==> src/rtl/skullfet_tester.sv <==
// Inverter-cell tester: drives a pattern into one cell, samples its synchronized output and counts mismatches.
// Optional LFSR pattern source when SKULLFET_LFSR_EN is defined; otherwise the pattern is always alternating.
module skullfet_tester #(
    parameter int CNT_W    = 16,
    parameter int SETTLE_W = 8
) (
    input  logic                wb_clk_i,
    input  logic                wb_rst_n,
    input  logic                start,
    input  logic                abort,
    input  logic [SETTLE_W-1:0] settle,
    input  logic [CNT_W-1:0]    num_vec,
    input  logic                mode,
    output logic                dut_a,
    input  logic                dut_y,
    output logic                busy,
    output logic                done,
    output logic                pass,
    output logic [CNT_W-1:0]    err_count,
    output logic [CNT_W-1:0]    vec_count
);

    // state  | meaning
    // IDLE   | waiting for start
    // DRIVE  | apply next pattern bit, load settle counter
    // SETTLE | wait settle+2 cycles for cell and synchronizer
    // SAMPLE | compare synced output, count vector
    // DONE   | one-cycle completion, pass updated
    typedef enum logic [2:0] {
        ST_IDLE   = 3'd0,
        ST_DRIVE  = 3'd1,
        ST_SETTLE = 3'd2,
        ST_SAMPLE = 3'd3,
        ST_DONE   = 3'd4
    } state_t;

    localparam logic [SETTLE_W:0] CNT_ONE = (SETTLE_W+1)'(1);
    localparam logic [SETTLE_W:0] CNT_TWO = (SETTLE_W+1)'(2);
    localparam logic [CNT_W-1:0]  ALL_ONES = '1;

    state_t              r_state;
    state_t              w_next;
    logic                r_sync1;
    logic                r_sync2;
    logic                r_dut_a;
    logic                r_pass;
    logic [CNT_W-1:0]    r_err;
    logic [CNT_W-1:0]    r_vec;
    logic [CNT_W-1:0]    r_num_vec;
    logic [SETTLE_W-1:0] r_settle;
    logic [SETTLE_W:0]   r_cnt;

    logic                w_abort;
    logic                w_mismatch;
    logic                w_next_bit;
    logic [CNT_W-1:0]    w_vec_inc;

    assign w_abort    = abort && (r_state != ST_IDLE);
    assign w_mismatch = (r_sync2 == r_dut_a);
    assign w_vec_inc  = r_vec + 1'b1;

`ifdef SKULLFET_LFSR_EN
    logic       r_mode;
    logic [7:0] r_lfsr;
    logic       w_fb;
    logic [7:0] w_lfsr_next;

    // Taps 8,6,5,4; the bit shifted in is the new pattern bit.
    assign w_fb        = r_lfsr[7] ^ r_lfsr[5] ^ r_lfsr[4] ^ r_lfsr[3];
    assign w_lfsr_next = {r_lfsr[6:0], w_fb};
    assign w_next_bit  = r_mode ? w_lfsr_next[0] : ~r_dut_a;

    always_ff @(posedge wb_clk_i or negedge wb_rst_n) begin
        if (!wb_rst_n) begin
            r_mode <= 1'b0;
            r_lfsr <= 8'h01;
        end else if (r_state == ST_IDLE && start) begin
            r_mode <= mode;
            r_lfsr <= 8'h01;
        end else if (r_state == ST_DRIVE && !w_abort) begin
            r_lfsr <= w_lfsr_next;
        end
    end
`else
    logic w_mode_unused;

    assign w_mode_unused = mode;
    assign w_next_bit    = ~r_dut_a;
`endif

    always_ff @(posedge wb_clk_i or negedge wb_rst_n) begin
        if (!wb_rst_n) begin
            r_sync1 <= 1'b0;
            r_sync2 <= 1'b0;
        end else begin
            r_sync1 <= dut_y;
            r_sync2 <= r_sync1;
        end
    end

    always_ff @(posedge wb_clk_i or negedge wb_rst_n) begin
        if (!wb_rst_n) begin
            r_state <= ST_IDLE;
        end else begin
            r_state <= w_next;
        end
    end

    always_comb begin
        w_next = r_state;
        case (r_state)
            ST_IDLE: begin
                if (start) begin
                    w_next = (num_vec == '0) ? ST_DONE : ST_DRIVE;
                end
            end
            ST_DRIVE:  w_next = ST_SETTLE;
            ST_SETTLE: begin
                if (r_cnt == CNT_ONE) begin
                    w_next = ST_SAMPLE;
                end
            end
            ST_SAMPLE: w_next = (w_vec_inc == r_num_vec) ? ST_DONE : ST_DRIVE;
            ST_DONE:   w_next = ST_IDLE;
            default:   w_next = ST_IDLE;
        endcase
        if (w_abort) begin
            w_next = ST_IDLE;
        end
    end

    always_ff @(posedge wb_clk_i or negedge wb_rst_n) begin
        if (!wb_rst_n) begin
            r_dut_a   <= 1'b0;
            r_pass    <= 1'b0;
            r_err     <= '0;
            r_vec     <= '0;
            r_num_vec <= '0;
            r_settle  <= '0;
            r_cnt     <= '0;
        end else if (w_abort) begin
            // Counts hold so software can see how far the run got.
            r_dut_a <= 1'b0;
            r_pass  <= 1'b0;
        end else begin
            case (r_state)
                ST_IDLE: begin
                    if (start) begin
                        r_settle  <= settle;
                        r_num_vec <= num_vec;
                        r_err     <= '0;
                        r_vec     <= '0;
                        r_pass    <= 1'b0;
                        r_dut_a   <= 1'b0;
                    end
                end
                ST_DRIVE: begin
                    r_dut_a <= w_next_bit;
                    r_cnt   <= {1'b0, r_settle} + CNT_TWO;
                end
                ST_SETTLE: begin
                    r_cnt <= r_cnt - CNT_ONE;
                end
                ST_SAMPLE: begin
                    if (w_mismatch && r_err != ALL_ONES) begin
                        r_err <= r_err + 1'b1;
                    end
                    r_vec <= w_vec_inc;
                end
                ST_DONE: begin
                    r_pass <= (r_err == '0);
                end
                default: ;
            endcase
        end
    end

    assign dut_a     = r_dut_a;
    assign busy      = (r_state != ST_IDLE);
    assign done      = (r_state == ST_DONE);
    assign pass      = r_pass;
    assign err_count = r_err;
    assign vec_count = r_vec;

endmodule

==> config.mk <==
export PLATFORM = sky130hd
export DESIGN_NAME = skullfet_tester
export DESIGN_NICKNAME = d
export VERILOG_FILES = /design/src/rtl/skullfet_tester.sv
export SDC_FILE = /design/constraint.sdc
export NUM_CORES = 1
export LEC_CHECK = 0
export ABC_AREA = 1
export BUFFER_PORTS_ARGS = -buffer_cell sky130_fd_sc_hd__buf_2
export CORE_MARGIN = 1
export CORE_UTILIZATION = 30
export DETAILED_ROUTE_END_ITERATION = 7
export PLACE_DENSITY = 0.5
export SLEW_MARGIN = 15
export SYNTH_ARGS = -nofsm -noshare
export SYNTH_HDL_FRONTEND = slang
export SYNTH_SLANG_ARGS = --single-unit
==> constraint.sdc <==
create_clock -name wb_clk_i -period 3.6 [get_ports wb_clk_i]
set_input_delay 0.54 -clock wb_clk_i [delete_from_list [all_inputs] [get_ports wb_clk_i]]
set_output_delay 0.54 -clock wb_clk_i [all_outputs]
set_load 0.05 [all_outputs]
Word level (Yosys, flattened, before mapping) --
Cells that the tools add are included. W data, S select, Z words.
Operators by class: add/subtract/negate cells 4, reductions and logical operators 17, equality and inequality tests 12, bitwise gates (word level) 2, multiplexer cells 16
Operators with widths (number):
- $pmux W16 S2 | 2
- $add A16 B1 Y16 const B | 2
- $logic_not A16 Y1 | 2
- $mux W16 | 2
- $pmux W9 S2 | 1
- $eq A16 B16 Y1 | 1
- $ne A16 B16 Y1 const B | 1
- $mux W3 | 5
- $pmux W3 S4 | 1
- $add A8 B2 Y9 const B | 1
- $eq A9 B1 Y1 const B | 1
- $reduce_bool A3 Y1 | 3
- $sub A9 B1 Y9 const B | 1
- $reduce_and A2 Y1 | 4
- $eq A3 B2 Y1 const B | 2
- $ne A3 B3 Y1 const B | 2
- $reduce_and A3 Y1 | 2
- $ne A2 B2 Y1 const B | 2
- $pmux W1 S2 | 2
- $reduce_and A4 Y1 | 1
- $reduce_bool A2 Y1 | 2
- $eq A3 B1 Y1 const B | 1
- $eq A3 B3 Y1 const B | 1
- $logic_not A3 Y1 | 1
- 4 further kinds | 8
Word-level totals: register bits after elaboration 72, output and inout bits 36, logic and storage cells 61, bits of input ports 30

Logic depth before layout (Yosys ltp) --
Gate-level depths: netlist of run 1.
depth after elaboration 5, mapped depth 13, mapped depth without buffers 13

Worst setup path before layout of run 1 --
Ideal clock, no wire load.
path type register -> output, from register r_state[0], to output port done, cell stages (with the launch flop) 2, arrival time 1.606 ns, slack 1.454 ns, buffers on the path 0, data required time 3.060 ns, path through dfrtp_1 nor3_1
On the way: word-level cells in the longest chain between the ends 1
RTL lines:
- start: declaration | line 41 | state_t r_state;
- start signal: assignment | line 105 | r_state <= w_next;
- $eq A3 B3 Y1 | line 180 | assign done = (r_state == ST_DONE);
- end: declaration | line 17 | output logic done,
No other way between the ends.

Final worst setup path of run 1 --
from register r_state[2], to register r_cnt[7]
On the way: word-level cells in the longest chain between the ends 4, elaborated cells between the ends (all ways) 8, classes of those cells eq/ne: 2; mux: 1; bitwise: 1; reduce/logical: 4
RTL lines:
- branches (longest 4 deep; another with $eq A3 B2 Y1)
- end signal: assignment | line 159 | r_cnt <= {1'b0, r_settle} + CNT_TWO;
- end signal: assignment | line 162 | r_cnt <= r_cnt - CNT_ONE;
- end: declaration | line 51 | logic [SETTLE_W:0] r_cnt;
Several ways; the timed one is not identified. A chain may end at the register's enable or synchronous reset.

==> results summary, run 1 <==
The run finished with clean final reports. The clock latency on the worst-skew pair came out at 0.35 ns. The worst setup slack after layout came out at 1.396 ns. The multi-input gate area in the final layout is 0.002019 sq mm. The power density over the cells came out at 674.4 mW/mm^2.

In this run the tightest slew margin relative to its limit is 36.72%. The achievable clock frequency came out at 0.4537 GHz. The portion of the post-synthesis area used by sequential elements came out at 43.28%. The cell accounting for the most synthesized area is sky130_fd_sc_hd__dfrtp_1. The share of synthesized flip-flops with an asynchronous set or reset is 100.0%. The number of max-slew violations in the final report came to 0. The register cell area after layout is 0.001802 sq mm. The number of routed nets with antenna violations is 0. The proportion of layout cells with a drive suffix above 1 is 17.83%. The post-DP HPWL is 7.756 mm.

The residual DRC count is 0. From left edge to right edge, the die measures 119.8 um. The worst-path maximum fanout is 16.

The path category of the worst min-delay check is in -> reg. The type of element launching the critical path is a flop. The summed negative setup slack over all endpoints came out at 0 ns.

Data on the critical path is required at its endpoint by 3.82 ns. The internal cell power came out at 2.076 mW. The combined buffer and inverter count along the critical path came out at 3. In the final routed layout, each cell accounts on average for 13.36 um. The post-CTS setup buffer count is 0. Counting along the longest clock path gives a buffer depth of 2.

Summed over all layers, the routed wires come to 10.74 mm. The maximum ir drop on the vdd rail is 0.0002659 V. The largest individual stage delay along the critical path comes from the cell sky130_fd_sc_hd__inv_1.

The total count of hold-check failures in the final report came to 0. The number of global-route vias before repair came out at 3,613. The initial antenna violation count is 0. The largest incremental delay on the critical path is 0.38 ns.

The kind of cell with the highest combined delay along the critical path is buffers and inverters. Buffers inserted to repair hold after CTS numbered 0. The via count of the routed design is 3,829.

Among all flip-flop cells after synthesis, the most frequent one is sky130_fd_sc_hd__dfrtp_1. The first-iteration detailed-routing DRC count came out at 254. The overall fraction of global-route tracks in use is 16.11%. The first detailed-routing pass ran for 4 iterations. The H-tree depth reported by CTS is 3.

For this design the static power due to leakage is 2.437 nW. The number of flops mapped to enable cells by yosys came out at 0. The number of antenna diodes in the final layout is 0. The area added between synthesis and finish came out at 20.38%. The total overflow left after global routing is 0. The wire length of the first global-routing pass is 18.02 mm. The number of clock sinks came out at 72. The number of nets handed over by synthesis was 593. The smallest clock period supported by the final layout is computed as 2.204 ns. Of the available clock period, the critical path in the final layout requires 61.22%.

Gates resized during post-CTS repair numbered 0. The endpoint arrival time on the critical path came out at 2.42 ns. Fill cells in the final layout number 1,434. Clock tree synthesis selected as its root buffer the cell sky130_fd_sc_hd__clkbuf_16. The final weighted congestion of routability-driven global placement is 0.8103. The critical path goes through inv_1 -> nand2_2 -> nor2_4 -> inv_1 -> nand2_1 -> nand2_1 -> clkinv_1 -> o211ai_1 -> o21ai_0. The worst clock skew on the final layout is 0.01090 ns. For the pin with the worst max-slew slack, the measured transition is 0.9491 ns. The pin count of the biggest net entering global routing is 73. The number of I/O port buffers is 64. The yosys synthesis warning count is 0.

Setup violations remaining at the end of the flow were counted as 0. The total number of placement rows is 42. The ratio of routed vias to standard cells came out at 4.762. The vertical extent of the die is 119.8 um.

TritonCTS built the clock tree. The library cell with the highest instance count after synthesis is sky130_fd_sc_hd__nand2_1. Synthesis handed over a netlist of 557 instances. In this run the standard cell core region covers 0.01340 sq mm. Clock-pin slew was measured on the worst setup and hold paths at 0.06 ns. After synthesis, the most frequently instantiated cells are sky130_fd_sc_hd__nand2_1 (153), sky130_fd_sc_hd__dfrtp_1 (72), sky130_fd_sc_hd__inv_1 (69), sky130_fd_sc_hd__nor2_1 (47), sky130_fd_sc_hd__nand3_1 (41). Combinational logic is responsible for 34.2% of the overall power. Ranked by total cell area, the synthesized netlist is headed by sky130_fd_sc_hd__dfrtp_1 (43%), sky130_fd_sc_hd__nand2_1 (14%), sky130_fd_sc_hd__inv_1 (6.2%), sky130_fd_sc_hd__nand3_1 (4.9%), sky130_fd_sc_hd__o21ai_0 (4.7%). Setup repair after global routing left no endpoint under its margin. The final layout net count came out at 659. The number of max-capacitance violations reported came out at 0.

Summed over all nets, the switching power comes to 1.303 mW. The count of different cell masters after synthesis is 41. The floorplan die area is 0.01435 sq mm. By startpoint and endpoint, the worst setup path is classified as reg -> reg. Clock tree synthesis inserted a total of 9 buffers. The mean post-synth cell area came out at 7.474 sq um.

In this run the count of I/O pins placed on the die edge is 66. The sequential share of power is 34.7%. The mapped netlist covers 0.004163 sq mm. The proportion of total power due to net switching is 38.57%. The worst setup slack after placement is 1.375 ns. The initial cell density of the core is 31.06%. STA classifies the critical path endpoint as a flop. The share of Yosys cell area claimed by the top area cell type is 43.28%. The number of register bits inferred by synthesis is 72. The part of the total power dissipated in the clock network came out at 31.1%.
## final timing paths
path | endpoint | start | slack [ns] | cells past startpoint
hold / removal | r_sync1 | dut_y | 0.30 | 1
setup reg to reg | r_cnt[7] | r_state[2] | 1.40 | 9
max in group asynchronous | r_num_vec[13] | wb_rst_n | 2.54 | 2
setup / recovery | r_cnt[7] | r_state[2] | 1.40 | 9
hold reg to reg | r_sync2 | r_sync1 | 0.35 | 0
min in group asynchronous | r_num_vec[4] | wb_rst_n | 0.42 | 2
## metrics by stage
step,area [sq um],hold WS [ns],instances,total power [mW],util [%]
after detailed placement,4664,0.3347,788,2.350,34.81
after CTS,5011,0.2860,804,3.426,37.40
final,5011,0.3012,804,3.379,37.40
after global placement,4664,0.3343,788,2.332,34.81
after global routing,5011,0.2851,804,3.652,37.40
after floorplan,4163,0.2444,557,2.056,-
## layer usage
layer | part of all wire (%) | global-route usage, % | vias up
li1 | - | - | 1952
met5 | 0 | 0 | -
met3 | 4.6 | 4.278 | 15
met1 | 46 | 20.60 | 1788
met4 | 1.7 | 5.625 | 0
met2 | 47 | 26.16 | 74
## cells in the final DEF (no fill, tap or decap), types with 4 or more instances in the layout
cell type                   count
sky130_fd_sc_hd__nand4_1        9
sky130_fd_sc_hd__nand2_1      153
sky130_fd_sc_hd__nor4_1         6
sky130_fd_sc_hd__dfrtp_1       72
sky130_fd_sc_hd__o21ai_0       39
sky130_fd_sc_hd__nor2_4         4
sky130_fd_sc_hd__a21oi_1       16
sky130_fd_sc_hd__o31ai_1        5
sky130_fd_sc_hd__ha_1           6
sky130_fd_sc_hd__nand2_2        6
sky130_fd_sc_hd__nand3_1       41
sky130_fd_sc_hd__inv_1         69
sky130_fd_sc_hd__buf_2         64
sky130_fd_sc_hd__xor2_1        11
sky130_fd_sc_hd__o22ai_1       15
sky130_fd_sc_hd__inv_2          5
sky130_fd_sc_hd__nor2_1        47
sky130_fd_sc_hd__nor2_2         6
sky130_fd_sc_hd__clkbuf_16      9
sky130_fd_sc_hd__nor3_1         6
## power by group through the flow
stage	Sequential [mW]	Clock, mW	Combinational (mW)
3_5_place_dp	1.19	0	1.16
3_3_place_gp	1.18	0	1.15
2_1_floorplan	1.22	0	0.836
4_1_cts	1.17	1.08	1.17
5_1_grt	1.20	1.11	1.34
6_report	1.17	1.05	1.16
## sequential cells by signal, summed over array words and instances, names as in the netlist
register / flops
err_count: 16
r_num_vec: 16
vec_count: 16
r_cnt: 9
r_settle: 8
r_state: 3
dut_a: 1
pass: 1
r_sync1: 1
r_sync2: 1
## area by class of cell
class	count	share of cell area (%)
Sequential cell	72	35.96
Inverter	76	5.743
Clock buffer	11	4.844
Timing Repair Buffer	66	6.692
Clock inverter	5	2.072
Multi-Input combinational cell	398	40.30
Tap cell	176	4.394
## logic make-up after synthesis
| kind of cell | after synthesis | share of synthesized area (%) |
|---|---|---|
| AND/OR/NAND/NOR | 289 | 31.50 |
| flip-flops | 72 | 43.28 |
| AO/OA/AOI/OAI | 91 | 12.56 |
| buffers and inverters | 87 | 8.326 |
| XOR/XNOR | 12 | 2.525 |
| adder cells (fa/ha/maj) | 6 | 1.803 |
## worst reg2reg max path, cell delays in order, from the launching register on
cell and delay [ns]:
sky130_fd_sc_hd__dfrtp_1 0.37, sky130_fd_sc_hd__inv_1 0.08, sky130_fd_sc_hd__nand2_2 0.14, sky130_fd_sc_hd__nor2_4 0.08, sky130_fd_sc_hd__inv_1 0.38, sky130_fd_sc_hd__nand2_1 0.10, sky130_fd_sc_hd__nand2_1 0.33, sky130_fd_sc_hd__clkinv_1 0.33
sky130_fd_sc_hd__o211ai_1 0.17, sky130_fd_sc_hd__o21ai_0 0.10
Power figures use the tool's default switching activity.
==> run 2, diff against run 1 <==
==> constraint.sdc (replaced) <==
create_clock -name wb_clk_i -period 2.3 [get_ports wb_clk_i]
set_input_delay 0.345 -clock wb_clk_i [delete_from_list [all_inputs] [get_ports wb_clk_i]]
set_output_delay 0.345 -clock wb_clk_i [all_outputs]
set_load 0.05 [all_outputs]
==> run 2 against run 1 <==
Sequential share of layout area rose by 0.50 points. Hold slack worse by 0.27 ns. Maximum frequency grew 9.0%. Largest power group unchanged. Die area did not move. Flip-flop and latch count stayed put. Critical endpoint is now r_state[0]. Critical path type unchanged. Combinational power rose by 57%. Register-to-register slack worse by 1.1 ns. Core utilization is 0.51 points lower.
==> results summary, run 2 (synthesized netlist as in run 1, its figures left out) <==
TritonCTS built the clock tree. The number of global-route vias before repair is 3,747. The residual DRC count came out at 0. The worst clock skew on the final layout is 0.006499 ns. The power density over the cells is 987.4 mW/mm^2.

The H-tree was split into 3 levels. The endpoint identified for the worst register-to-register timing path is r_state[0]. The post-DP HPWL is 7.776 mm. The vertical extent of the die came out at 119.8 um.

The standard cell area after detailed placement came out at 0.004700 sq mm. The number of antenna diodes in the final layout is 0. The number of cells traversed by the worst register-to-register path came out at 12. The finished layout cell area is 0.004942 sq mm. The number of routed nets with antenna violations is 0. After the first detailed-routing iteration, the DRC count stood at 243. The initial cell density of the core is 31.06%. The count of buffers added on input and output ports is 64. The area of the core region came out at 0.01340 sq mm. The required time of the critical path is 2.52 ns. The worst path in the final design needs a cycle of 2.022 ns, including I/O delays and setup.

The path class of the tightest hold or removal check is in -> async. 66 I/O pins were placed. The number of failing setup endpoints in the final timing report is 0. The ratio of routed vias to standard cells came out at 4.706. From left edge to right edge, the die measures 119.8 um. The final critical-path share of the clock period came out at 87.91%. The count of cells resized by post-cts repair came out at 0. At the end of the flow, the number of nets in the layout was 662. The final wirelength came out at 10.72 mm. The slack of the worst reg-to-reg path is 0.28 ns. The area added between synthesis and finish is 18.73%. The total overflow left after global routing is 0.

The count of hold buffers inserted by post-cts repair is 0. The floorplan die area came out at 0.01435 sq mm. The average wire length per cell after detail routing came out at 13.33 um. The maximum number of buffers from clock root to sink is 2.

The number of clock sinks came out at 72. The proportion of layout cells with a drive suffix above 1 came out at 17.68%. The number of max-slew violations in the final report is 0.

The top cell types in the final layout, fill and taps aside, are sky130_fd_sc_hd__nand2_1 (153), sky130_fd_sc_hd__dfrtp_1 (72), sky130_fd_sc_hd__inv_1 (69). For the final routed database, the setup TNS stands at 0 ns. The TritonCTS buffer count came out at 9. The setup path with the least slack is of type reg -> reg. In this run the critical register-to-register path is launched from vec_count[0]. The max-slew headroom at the worst pin is 68.61%. The achievable clock frequency came out at 0.4946 GHz. The final weighted congestion of routability-driven global placement came out at 0.8308. The wire length of the first global-routing pass came out at 18.08 mm. The initial antenna violation count came out at 0. The pin count of the biggest net entering global routing came out at 73.

In this run the worst setup path begins at vec_count[0]. The total number of placement rows came out at 42. The clock-pin slew on the worst setup and hold paths is 0.06 ns. The clock latency on the worst-skew pair came out at 0.34 ns. The worst setup slack after placement is 0.3096 ns. The worst setup slack after layout is 0.2781 ns. The most frequent standard cell in the layout excluding fill and tap cells is sky130_fd_sc_hd__nand2_1. The type of element launching the critical path is a flop.

In this run the worst path has a maximum fanout of 8. The first-pass iteration count of the detailed router is 5. The via count of the routed design is 3,784. The maximum ir drop on the vdd rail is 0.0003691 V.

Following the worst setup path forward leads to its endpoint at r_state[0]. At the worst endpoint, the arrival time is 2.24 ns. The master cell of the clock root buffer is sky130_fd_sc_hd__clkbuf_16. The slew of the pin with the lowest slew margin is 0.4708 ns.

The number of fill cells came out at 1,418. The total count of hold-check failures in the final report is 0. The number of max-capacitance violations reported came out at 0. The overall fraction of global-route tracks in use is 16.15%. STA classifies the critical path endpoint as a flop. Summed over all cells, the static leakage comes to 2.408 nW. The post-CTS setup buffer count is 0.

Setup repair after global routing left no endpoint under its margin. The run finished with clean final reports.
run 2: changes by cell type in the layout (fill, tap and decap cells not counted):
| cell | before | now |
|---|---|---|
| sky130_fd_sc_hd__buf_12 | 0 | 1 |
| sky130_fd_sc_hd__buf_4 | 2 | 4 |
| sky130_fd_sc_hd__bufinv_16 | 3 | 0 |
| sky130_fd_sc_hd__clkbuf_1 | 1 | 2 |
| sky130_fd_sc_hd__clkbuf_8 | 1 | 0 |
| sky130_fd_sc_hd__clkinv_2 | 1 | 2 |
| sky130_fd_sc_hd__clkinv_4 | 1 | 0 |
run 2: worst max-delay path: stages, from the launching register on:
cell                      delay [ns]
sky130_fd_sc_hd__dfrtp_1        0.45
sky130_fd_sc_hd__ha_1           0.23
sky130_fd_sc_hd__nand2_1        0.11
sky130_fd_sc_hd__nor2_4         0.23
sky130_fd_sc_hd__nand3_1        0.14
sky130_fd_sc_hd__nand2_1        0.10
sky130_fd_sc_hd__nand3_1        0.06
sky130_fd_sc_hd__nand2_1        0.08
sky130_fd_sc_hd__nand3_1        0.09
sky130_fd_sc_hd__nor2_1         0.16
sky130_fd_sc_hd__nand3_1        0.10
sky130_fd_sc_hd__nand2_1        0.07
sky130_fd_sc_hd__a21oi_1        0.06
run 2: per-stage QoR:
step | hold WS [ns] | std cells | total power, mW | util, %
2_1_floorplan | 0.04941 | 557 | 3.218 | -
3_3_place_gp | 0.3339 | 791 | 3.671 | 35.07
3_5_place_dp | 0.3364 | 791 | 3.696 | 35.07
4_1_cts | 0.04862 | 804 | 4.955 | 36.88
5_1_grt | 0.07687 | 804 | 5.288 | 36.88
6_report | 0.02701 | 804 | 4.880 | 36.88
run 2: layout make-up:
cell class	instances	area [sq um]	area share, %
sequential	72	1802	36.46
tap	176	220.2	4.456
clock buffer	11	232.7	4.709
timing repair buffer	69	370.4	7.494
inverter	76	287.8	5.823
multi-input combinational	398	2019	40.86
clock inverter	2	10.01	0.2025
run 2: power breakdown:
group / switching (mW) / internal (mW)
registers: 0.232 / 1.60
clock network: 0.515 / 0.708
logic: 1.24 / 0.580
run 2: metal layers:
layer / up-vias / global-route usage (%) / routed length, um
met5: - / 0 / 0
met4: 0 / 7.187 / 212
met3: 15 / 2.709 / 465
met2: 80 / 26.16 / 4971
met1: 1734 / 21.11 / 5070
li1: 1955 / - / -
run 2: worst min path at each step:
stage / slack, ns / start / end
2_1_floorplan: 0.05 / wb_rst_n / dut_a
3_3_place_gp: 0.33 / r_sync1 / r_sync2
3_5_place_dp: 0.34 / r_sync1 / r_sync2
4_1_cts: 0.05 / wb_rst_n / vec_count[4]
5_1_grt: 0.08 / wb_rst_n / vec_count[4]
6_report: 0.03 / wb_rst_n / vec_count[1]
==> run 3, diff against run 2 <==
--- a/config.mk
+++ b/config.mk
@@ -10,7 +10,8 @@
 export CORE_MARGIN = 1
 export CORE_UTILIZATION = 30
 export DETAILED_ROUTE_END_ITERATION = 7
-export PLACE_DENSITY = 0.5
+export PLACE_DENSITY_LB_ADDON = 0.3
+export SKIP_LAST_GASP = 1
 export SLEW_MARGIN = 15
 export SYNTH_ARGS = -nofsm -noshare
 export SYNTH_HDL_FRONTEND = slang
==> constraint.sdc (replaced) <==
create_clock -name wb_clk_i -period 2.6 [get_ports wb_clk_i]
set_input_delay 0.39 -clock wb_clk_i [delete_from_list [all_inputs] [get_ports wb_clk_i]]
set_output_delay 0.39 -clock wb_clk_i [all_outputs]
set_load 0.05 [all_outputs]
==> run 3 against run 2 <==
Non-clock buffer count down 2. Final area grew 0.20%. Critical path depth unchanged. Total power is 10% lower.
==> results summary, run 3 (synthesized netlist as in run 1, its figures left out) <==
The pin count of the biggest net entering global routing came out at 73. The slew of the pin with the lowest slew margin came out at 0.6166 ns. The initial antenna violation count came to 0. The count of hold buffers inserted by post-cts repair is 0. The die is 119.8 um wide.

The via count of the routed design came out at 3,865. After clock tree synthesis, the repair step resized 0 gates. The wire length of the first global-routing pass is 18.04 mm. The worst setup path is captured at a flop. Setup violations remaining at the end of the flow were counted as 0. The number of primary I/O pins is 66. The max-slew headroom at the worst pin came out at 58.51%. The total number of placement rows is 42. The endpoint arrival time on the critical path is 2.28 ns. The number of clock sinks came out at 72.

The total count of hold-check failures in the final report is 0. The residual DRC count is 0. Wires add up to 10.76 mm. Cells with a size suffix above 1 make up 17.36% of the layout. In the post-route analysis, the smallest setup slack over all paths is 0.5374 ns. The floorplan die area came out at 0.01435 sq mm. The first-pass iteration count of the detailed router is 5. The number of routed nets with antenna violations is 0.

Setup repair after global routing left no endpoint under its margin. The worst clock skew on the final layout is 0.003973 ns. The ratio of routed vias to standard cells came out at 4.807. The number of max-slew violations in the final report came to 0. The first routing iteration left 235 violations.

The congestion estimate from routability-driven global placement came to 0.8726. The routed length on met3 came out at 484 um. The routed wire length on met2 came out at 5.044 mm. The number of global-route vias before repair is 3,755. The overflow left after global routing is 0. The standby leakage power came out at 2.406 nW. The final critical-path share of the clock period is 79.33%. The clock-pin slew on the worst setup and hold paths is 0.06 ns.

The maximum ir drop on the vdd rail came out at 0.0003588 V. At the end of the flow, the number of nets in the layout was 660. The top routing layer in use is met4.

After clock tree synthesis, the setup repair step added 0 buffers. In the layout the commonest cells are sky130_fd_sc_hd__nand2_1 (153), sky130_fd_sc_hd__dfrtp_1 (72), sky130_fd_sc_hd__inv_1 (69). The clock latency on the worst-skew pair is 0.34 ns. The run finished with clean final reports. The shortest clock period the worst path allows after layout came out at 2.063 ns. The placed instances occupy a cell area of 0.004684 sq mm. For this block, wires on met1 add up to 5.022 mm. The number of antenna repair diodes came out at 0. Derived from the worst setup path, the maximum achievable clock frequency is 0.4848 GHz. Relative to the synthesized area, the layout overhead comes to 18.97%. The post-DP HPWL came out at 7.724 mm. The TritonCTS buffer count came out at 9. The clock tree from TritonCTS is yes.

The overall fraction of global-route tracks in use is 16.00%. The number of I/O port buffers is 64. The most frequent standard cell in the layout excluding fill and tap cells is sky130_fd_sc_hd__nand2_1. The area of the core region came out at 0.01340 sq mm. The vertical extent of the die came out at 119.8 um.

Power comes to 4.393 mW. Max-cap violations in this run came to 0. The average wire length per cell after detail routing is 13.38 um. CTS built an H-tree with a depth of 3. The worst hold margin came out at 0.07903 ns. Dividing total power by cell area gives a power density of 887.1 mW/mm^2. The setup path with the least slack is of type reg -> reg. The worst-path maximum fanout is 7. In this run the worst hold path is classified as in -> async.

The tree is rooted in a sky130_fd_sc_hd__clkbuf_16. The finished layout cell area came out at 0.004952 sq mm. No sink is reached through more buffers than the 2 on the longest clock path. After filler insertion, the fill cell instance count of the layout stands at 1,427. At the placement stage, the worst setup path has a slack of 0.5636 ns.

The required time of the critical path came out at 2.82 ns. The type of element launching the critical path is a flop. The summed negative setup slack over all endpoints is 0 ns. The initial cell density of the core came out at 31.06%.
[run 3: report_power, final]
part | switching (mW) | internal [mW] | total [mW] | leakage, nW
Sequential | 0.209 | 1.42 | 1.63 | 0.942
Combinational | 1.11 | 0.510 | 1.62 | 1.33
Clock | 0.456 | 0.695 | 1.15 | 0.130
Total | 1.77 | 2.62 | 4.39 | 2.41
[run 3: through the flow]
stage | util [%] | std cells
after floorplan | - | 557
after global placement | 34.96 | 789
after detailed placement | 34.96 | 789
after CTS | 36.96 | 804
after global routing | 36.96 | 804
final | 36.96 | 804
[run 3: routing by layer]
layer	up-vias	GRT usage, %
met5	-	0
li1	1956	-
met2	97	25.40
met1	1797	20.52
met3	15	4.563
met4	0	6.094
[run 3: worst paths after layout]
| path | from | end | slack [ns] | cells past startpoint |
|---|---|---|---|---|
| setup / recovery | vec_count[0] | r_state[0] | 0.54 | 12 |
| hold / removal | wb_rst_n | r_num_vec[4] | 0.08 | 2 |
| setup reg to reg | vec_count[0] | r_state[0] | 0.54 | 12 |
| hold reg to reg | r_sync1 | r_sync2 | 0.35 | 0 |
| max in group asynchronous | wb_rst_n | r_cnt[2] | 2.19 | 2 |
| min in group wb_clk_i | dut_y | r_sync1 | 0.17 | 1 |
[run 3: critical path, stage by stage (launching register included)]
cell and delay [ns]:
sky130_fd_sc_hd__dfrtp_1 0.47, sky130_fd_sc_hd__ha_1 0.23, sky130_fd_sc_hd__nand3_1 0.15, sky130_fd_sc_hd__nor2_1 0.25, sky130_fd_sc_hd__nand4_1 0.18, sky130_fd_sc_hd__nand2_1 0.13, sky130_fd_sc_hd__nand2_1 0.05, sky130_fd_sc_hd__nand2_1 0.05
sky130_fd_sc_hd__nand2_1 0.04, sky130_fd_sc_hd__nor2_1 0.16, sky130_fd_sc_hd__nand3_1 0.10, sky130_fd_sc_hd__nand2_1 0.07, sky130_fd_sc_hd__a21oi_1 0.06
[run 3: cell type report]
type,count,area (sq um),share of cell area (%)
timing repair buffer,67,355.3,7.175
sequential,72,1802,36.38
inverter,76,287.8,5.811
tap,176,220.2,4.447
clock buffer,15,267.8,5.407
multi-input combinational,398,2019,40.78
